--- src/rtl/seq_detect_ctrl.sv ---
// Round-robin feeder for a 1011 serial detector: shifts each granted word MSB-first, counts matches, returns a result.
// Latency: grant to res_valid is WORD_W+3 cycles. Back-to-back grants are spaced WORD_W+4 cycles apart.
// Backpressure: requests wait while busy; DONE holds its result until res_ready. SEQ_CTRL_FIRST_POS_EN adds res_first.
module seq_detect_ctrl #(
    parameter int WORD_W = 8,
    parameter int CNT_W  = 16,
    parameter int RES_W  = $clog2(WORD_W + 1)
) (
    input  logic              clk,
    input  logic              reset,
    input  logic              req0_valid,
    input  logic [WORD_W-1:0] req0_data,
    output logic              req0_ready,
    input  logic              req1_valid,
    input  logic [WORD_W-1:0] req1_data,
    output logic              req1_ready,
    output logic              det_rst,
    output logic              det_bit,
    input  logic              det_seen,
    output logic              res_valid,
    input  logic              res_ready,
    output logic              res_id,
    output logic [RES_W-1:0]  res_count,
    output logic [CNT_W-1:0]  tot_matches,
`ifdef SEQ_CTRL_FIRST_POS_EN
    output logic [$clog2(WORD_W):0] res_first,
`endif
    output logic              busy
);

    localparam int IDX_W = $clog2(WORD_W);
    localparam int FP_W  = $clog2(WORD_W) + 1;
    localparam logic [IDX_W-1:0] LAST_IDX = IDX_W'(WORD_W - 1);

    typedef enum logic [2:0] {
        IDLE  = 3'd0,
        CLR   = 3'd1,
        SHIFT = 3'd2,
        DRAIN = 3'd3,
        DONE  = 3'd4
    } state_t;

    state_t              state_q, state_d;
    logic [WORD_W-1:0]   shreg_q, shreg_d;
    logic [IDX_W-1:0]    idx_q, idx_d;
    logic                last_grant_q, last_grant_d;
    logic                res_id_q, res_id_d;
    logic [RES_W-1:0]    res_count_q, res_count_d;
    logic [CNT_W-1:0]    tot_q, tot_d;
    logic [FP_W-1:0]     first_q, first_d;

    logic                grant_id;
    logic                sample;
    logic [FP_W-1:0]     sample_pos;

    always_comb begin
        state_d      = state_q;
        shreg_d      = shreg_q;
        idx_d        = idx_q;
        last_grant_d = last_grant_q;
        res_id_d     = res_id_q;
        res_count_d  = res_count_q;
        tot_d        = tot_q;
        first_d      = first_q;
        req0_ready   = 1'b0;
        req1_ready   = 1'b0;
        det_rst      = 1'b1;
        det_bit      = 1'b0;
        sample       = 1'b0;
        sample_pos   = '0;
        // Single requester wins outright; on a tie the one not served last goes.
        grant_id     = (req0_valid && req1_valid) ? ~last_grant_q : req1_valid;

        case (state_q)
            IDLE: begin
                // Ready is gated by reset so nothing is acknowledged while held in reset.
                if (reset && (req0_valid || req1_valid)) begin
                    req0_ready   = ~grant_id;
                    req1_ready   = grant_id;
                    shreg_d      = grant_id ? req1_data : req0_data;
                    last_grant_d = grant_id;
                    res_id_d     = grant_id;
                    res_count_d  = '0;
                    first_d      = FP_W'(WORD_W);
                    idx_d        = '0;
                    state_d      = CLR;
                end
            end
            CLR: begin
                state_d = SHIFT;
            end
            SHIFT: begin
                det_rst    = 1'b0;
                det_bit    = shreg_q[WORD_W-1];
                shreg_d    = shreg_q << 1;
                idx_d      = idx_q + IDX_W'(1);
                // det_seen lags the bit that completed a match by one cycle.
                sample     = det_seen && (idx_q != '0);
                sample_pos = FP_W'(idx_q) - FP_W'(1);
                if (idx_q == LAST_IDX) begin
                    state_d = DRAIN;
                end
            end
            DRAIN: begin
                det_rst    = 1'b0;
                sample     = det_seen;
                sample_pos = FP_W'(WORD_W - 1);
                state_d    = DONE;
            end
            DONE: begin
                if (res_ready) begin
                    state_d = IDLE;
                end
            end
            default: begin
                state_d = IDLE;
            end
        endcase

        if (sample) begin
            res_count_d = res_count_q + RES_W'(1);
            tot_d       = (&tot_q) ? tot_q : tot_q + CNT_W'(1);
            if (first_q == FP_W'(WORD_W)) begin
                first_d = sample_pos;
            end
        end
    end

    always_ff @(posedge clk or negedge reset) begin
        if (!reset) begin
            state_q      <= IDLE;
            shreg_q      <= '0;
            idx_q        <= '0;
            last_grant_q <= 1'b1;
            res_id_q     <= 1'b0;
            res_count_q  <= '0;
            tot_q        <= '0;
            first_q      <= '0;
        end else begin
            state_q      <= state_d;
            shreg_q      <= shreg_d;
            idx_q        <= idx_d;
            last_grant_q <= last_grant_d;
            res_id_q     <= res_id_d;
            res_count_q  <= res_count_d;
            tot_q        <= tot_d;
            first_q      <= first_d;
        end
    end

    assign res_valid   = (state_q == DONE);
    assign res_id      = res_id_q;
    assign res_count   = res_count_q;
    assign tot_matches = tot_q;
    assign busy        = (state_q != IDLE);

`ifdef SEQ_CTRL_FIRST_POS_EN
    assign res_first = first_q;
`else
    logic unused_first;
    assign unused_first = ^first_q;
`endif

endmodule

--- config.mk ---
export PLATFORM = sky130hd
export DESIGN_NAME = seq_detect_ctrl
export DESIGN_NICKNAME = d
export VERILOG_FILES = /design/src/rtl/seq_detect_ctrl.sv
export SDC_FILE = /design/constraint.sdc
export NUM_CORES = 1
export LEC_CHECK = 0
export CORE_MARGIN = 8
export CORE_UTILIZATION = 40
export CTS_CLUSTER_SIZE = 12
export DETAILED_ROUTE_END_ITERATION = 10
export PLACE_DENSITY_LB_ADDON = 0.2
export SLEW_MARGIN = 20
export SYNTH_ARGS = -nofsm -noshare
export SYNTH_HDL_FRONTEND = slang
export SYNTH_SLANG_ARGS = --single-unit
--- constraint.sdc ---
create_clock -name clk -period 1.9 [get_ports clk]
set_input_delay 0.38 -clock clk [delete_from_list [all_inputs] [get_ports clk]]
set_output_delay 0.38 -clock clk [all_outputs]
set_load 0.1 [all_outputs]
==> flow_metrics.env <==
export IMPL_yosysSeqAreaShare_pct=47.75
export IMPL_intPower_uw=2389
export IMPL_synth_xor_area_share_pct=6.954
export IMPL_cts_sinks=36
export IMPL_topRoutingLayerUsed="met4"
export IMPL_antenna_left=0
export IMPL_synth_nets=206
export IMPL_yosys_most_used_dff="dfrtp_1"
export IMPL_critPathArrivalTime_ns=1.58
export IMPL_drv_cap=0
export IMPL_yosys_area_top_type="dfrtp_1"
export IMPL_ys_warn_count=0
export IMPL_finalCriticalPeriod_ns=1.964
export IMPL_fp_dieH_um=84.73
export IMPL_multi_input_area_um2=940.9
export IMPL_initial_core_util_pct=40.81
export IMPL_vias=1548
export IMPL_crit_path_end="req1_ready"
export IMPL_finalHoldViolCount=0
export IMPL_dpl_hpwl_mm=3.388
export IMPL_hold_class="register to register"
export IMPL_post_synth_top_count_cell="dfrtp_1"
export IMPL_power_density_nw_per_um2=1519
export IMPL_antennaDiodeCount=0
export IMPL_synthArstFlopShare_pct=100.0
export IMPL_nFillCells=373
export IMPL_root_buffer="clkbuf_8"
export IMPL_grtUsageTotal_pct=13.56
export IMPL_finalSetupViolations=2
export IMPL_p_seq_share_pct=28.0
export IMPL_failed_checks="setup timing"
export IMPL_synth_compound_area_share_pct=8.742
export IMPL_start_kind="register"
export IMPL_cp_end_kind="output pin"
export IMPL_io_pins=49
export IMPL_grt_overflow_total=0
export IMPL_grt_max_degree=37
export IMPL_finClkSkew_ns=0.005006
export IMPL_wl_mm=4.591
export IMPL_drv_slew=0
export IMPL_drcViolationCount=0
export IMPL_numCtsBuffers=5
export IMPL_drt_met1_wl_mm=2.226
export IMPL_gp_congestion=0.7860
export IMPL_p_sw_uw=2123
export IMPL_dr_first_iter_drc_count=38
export IMPL_clk_pin_slew_ns=0.07
export IMPL_fin_util_pct=64.16
export IMPL_synth_edf_count=0
export IMPL_slew_headroom_pct=69.06
export IMPL_ys_types=43
export IMPL_cts_hold_buf=0
export IMPL_wl_met2_mm=2.093
export IMPL_grt_antenna_before_repair=0
export IMPL_period_share_pct=103.4
export IMPL_muxShareOfSynthArea_pct=2.848
export IMPL_vias_per_cell=5.195
export IMPL_vdd_drop_max_v=0.001050
export IMPL_synth_area_per_cell_um2=10.55
export IMPL_grt_pass1_wl_mm=7.831
export IMPL_post_place_ws_ns=-0.1318
export IMPL_synthAdderAreaFrac_pct=3.311
export IMPL_grt_pass1_vias=1594
export IMPL_power_frac_comb_pct=57.1
export IMPL_startpoint="state_q[1]"
export IMPL_register_area_um2=932.1
export IMPL_status="finished, violations left"
export IMPL_die_width_um=84.73
export IMPL_placed_area_um2=2789
export IMPL_clkLatencyLatePin_ns=0.29
export IMPL_timing_worst_setup_path_type="register to output pin"
export IMPL_synthTopCellsByArea="dfrtp_1 46%, xor2_1 6.5%, nand3_1 4.5%"
export IMPL_rr_startpoint="state_q[2]"
export IMPL_area_growth_pct=57.22
export IMPL_tightest_slew_ns=0.4642
export IMPL_clock_path_buffers=2
export IMPL_first_pass_iters=4
export IMPL_die_area_um2=7178
export IMPL_synthesis_instances=179
export IMPL_synth_top_family_by_area="simple AND/OR/NAND/NOR gates"
export IMPL_htree_levels=2
export IMPL_core_area_um2=4629
export IMPL_synth_simple_area_share_pct=24.70
export IMPL_wire_per_inst_um=15.41
export IMPL_fin_ws_ns=-0.06379
export IMPL_wl_met3_um=212
export IMPL_switching_share_pct=47.05
export IMPL_cts_tree="done"
export IMPL_synth_area_um2=1889
export IMPL_clock_power_share_pct=14.9
export IMPL_ys_ff_latch=36
export IMPL_yosysTopAreaCellShare_pct=46.36
export IMPL_rrSetupSlack_ns=0.10
export IMPL_cp_max_fo=4
export IMPL_nets=270
export IMPL_rsz0062_at_grt="true"
export IMPL_rows=25
export IMPL_fmax_ghz=0.5092
export IMPL_r2r_cells=6
export IMPL_required_ns=1.52
export IMPL_fin_area_um2=2970
export IMPL_leakage_uw=0.001347
export IMPL_r2r_end="tot_matches[1]"
export IMPL_drive_above_1_share_pct=36.89
export IMPL_netlist_top_cells_count="35 x dfrtp_1, 18 x nand2_1, 17 x nand3_1"
export IMPL_portBuffers=48
==> registers in the layout, indices dropped and copies added, names as in the netlist <==
name	flops
tot_matches	16
shreg_q	8
res_count	4
idx_q	3
state_q	3
last_grant_q	1
res_id	1
==> logic make-up after synthesis <==
| group | Yosys count |
|---|---|
| AND/OR/NAND/NOR | 80 |
| flip-flops | 36 |
| AO/OA/AOI/OAI | 22 |
| buffers and inverters | 16 |
| XOR/XNOR | 15 |
| multiplexers | 5 |
| adder cells (fa/ha/maj) | 5 |
==> how the worst min path moves through the flow <==
stage,to,start,cells after the start
2_1_floorplan,idx_q[0],reset,0
3_3_place_gp,res_id,res_id,1
3_5_place_dp,res_id,res_id,1
4_1_cts,res_id,res_id,1
5_1_grt,res_id,res_id,1
6_report,res_id,res_id,1
==> cell type report <==
type                            instances  share of cell area (%)
Clock buffer                            5                   2.317
Clock inverter                          3                   1.432
Inverter                                6                  0.7582
Multi-Input combinational cell        127                   31.68
Sequential cell                        36                   31.38
Tap cell                               54                   2.275
Timing Repair Buffer                   67                   30.16
==> stage by stage <==
step                      power, µW  TNS, ns  hold WS (ns)  instances
after floorplan                2961   -5.090       0.08441        179
after global placement         3726  -0.2402        0.4690        287
after detailed placement       3763  -0.7813        0.4792        287
after CTS                      4495  -0.1442        0.4958        298
after global routing           4763  -0.2053        0.5367        298
final                          4512  -0.1262        0.4981        298
==> layout by cell type, fill, tap and decap left out, types with 2 or more instances in the layout <==
cell and count:
a21o_1 3, a22oi_1 7, and3_1 3, buf_12 27, buf_4 19, clkbuf_8 5
clkdlybuf4s50_1 20, dfrtp_1 19, dfrtp_2 12, dfrtp_4 4, ha_1 5, inv_1 6
mux2_2 2, mux2i_1 2, nand2_1 18, nand3_1 17, nand3_2 5, nand4_1 5
nor2_1 4, nor3_1 6, nor3b_1 3, nor3b_4 2, nor4_1 6, o21ai_1 4
o21ai_2 2, xor2_1 14
==> per-layer routing <==
layer,vias up,global-route usage [%]
li1,763,-
met1,746,18.08
met2,34,19.61
met3,5,4.780
met4,0,4.854
met5,-,0
==> power groups by stage <==
stage	combinational [µW]	clock [µW]	sequential, µW
2_1_floorplan	1190	0	1770
3_3_place_gp	2460	0	1270
3_5_place_dp	2490	0	1280
4_1_cts	2540	695	1260
5_1_grt	2730	723	1310
6_report	2570	672	1270
==> critical path: stages (launching register included) <==
cell	delay, ns
dfrtp_1	0.43
or3_4	0.40
nor3_4	0.25
buf_12	0.21
==> repair_timing <==
action / in CTS / in global routing
setup buffers: 3 / 0
pin swaps: 2 / 1
gates resized for setup: 0 / 9
setup endpoints to repair: 2 / 10
Power figures use the tool's default switching activity.
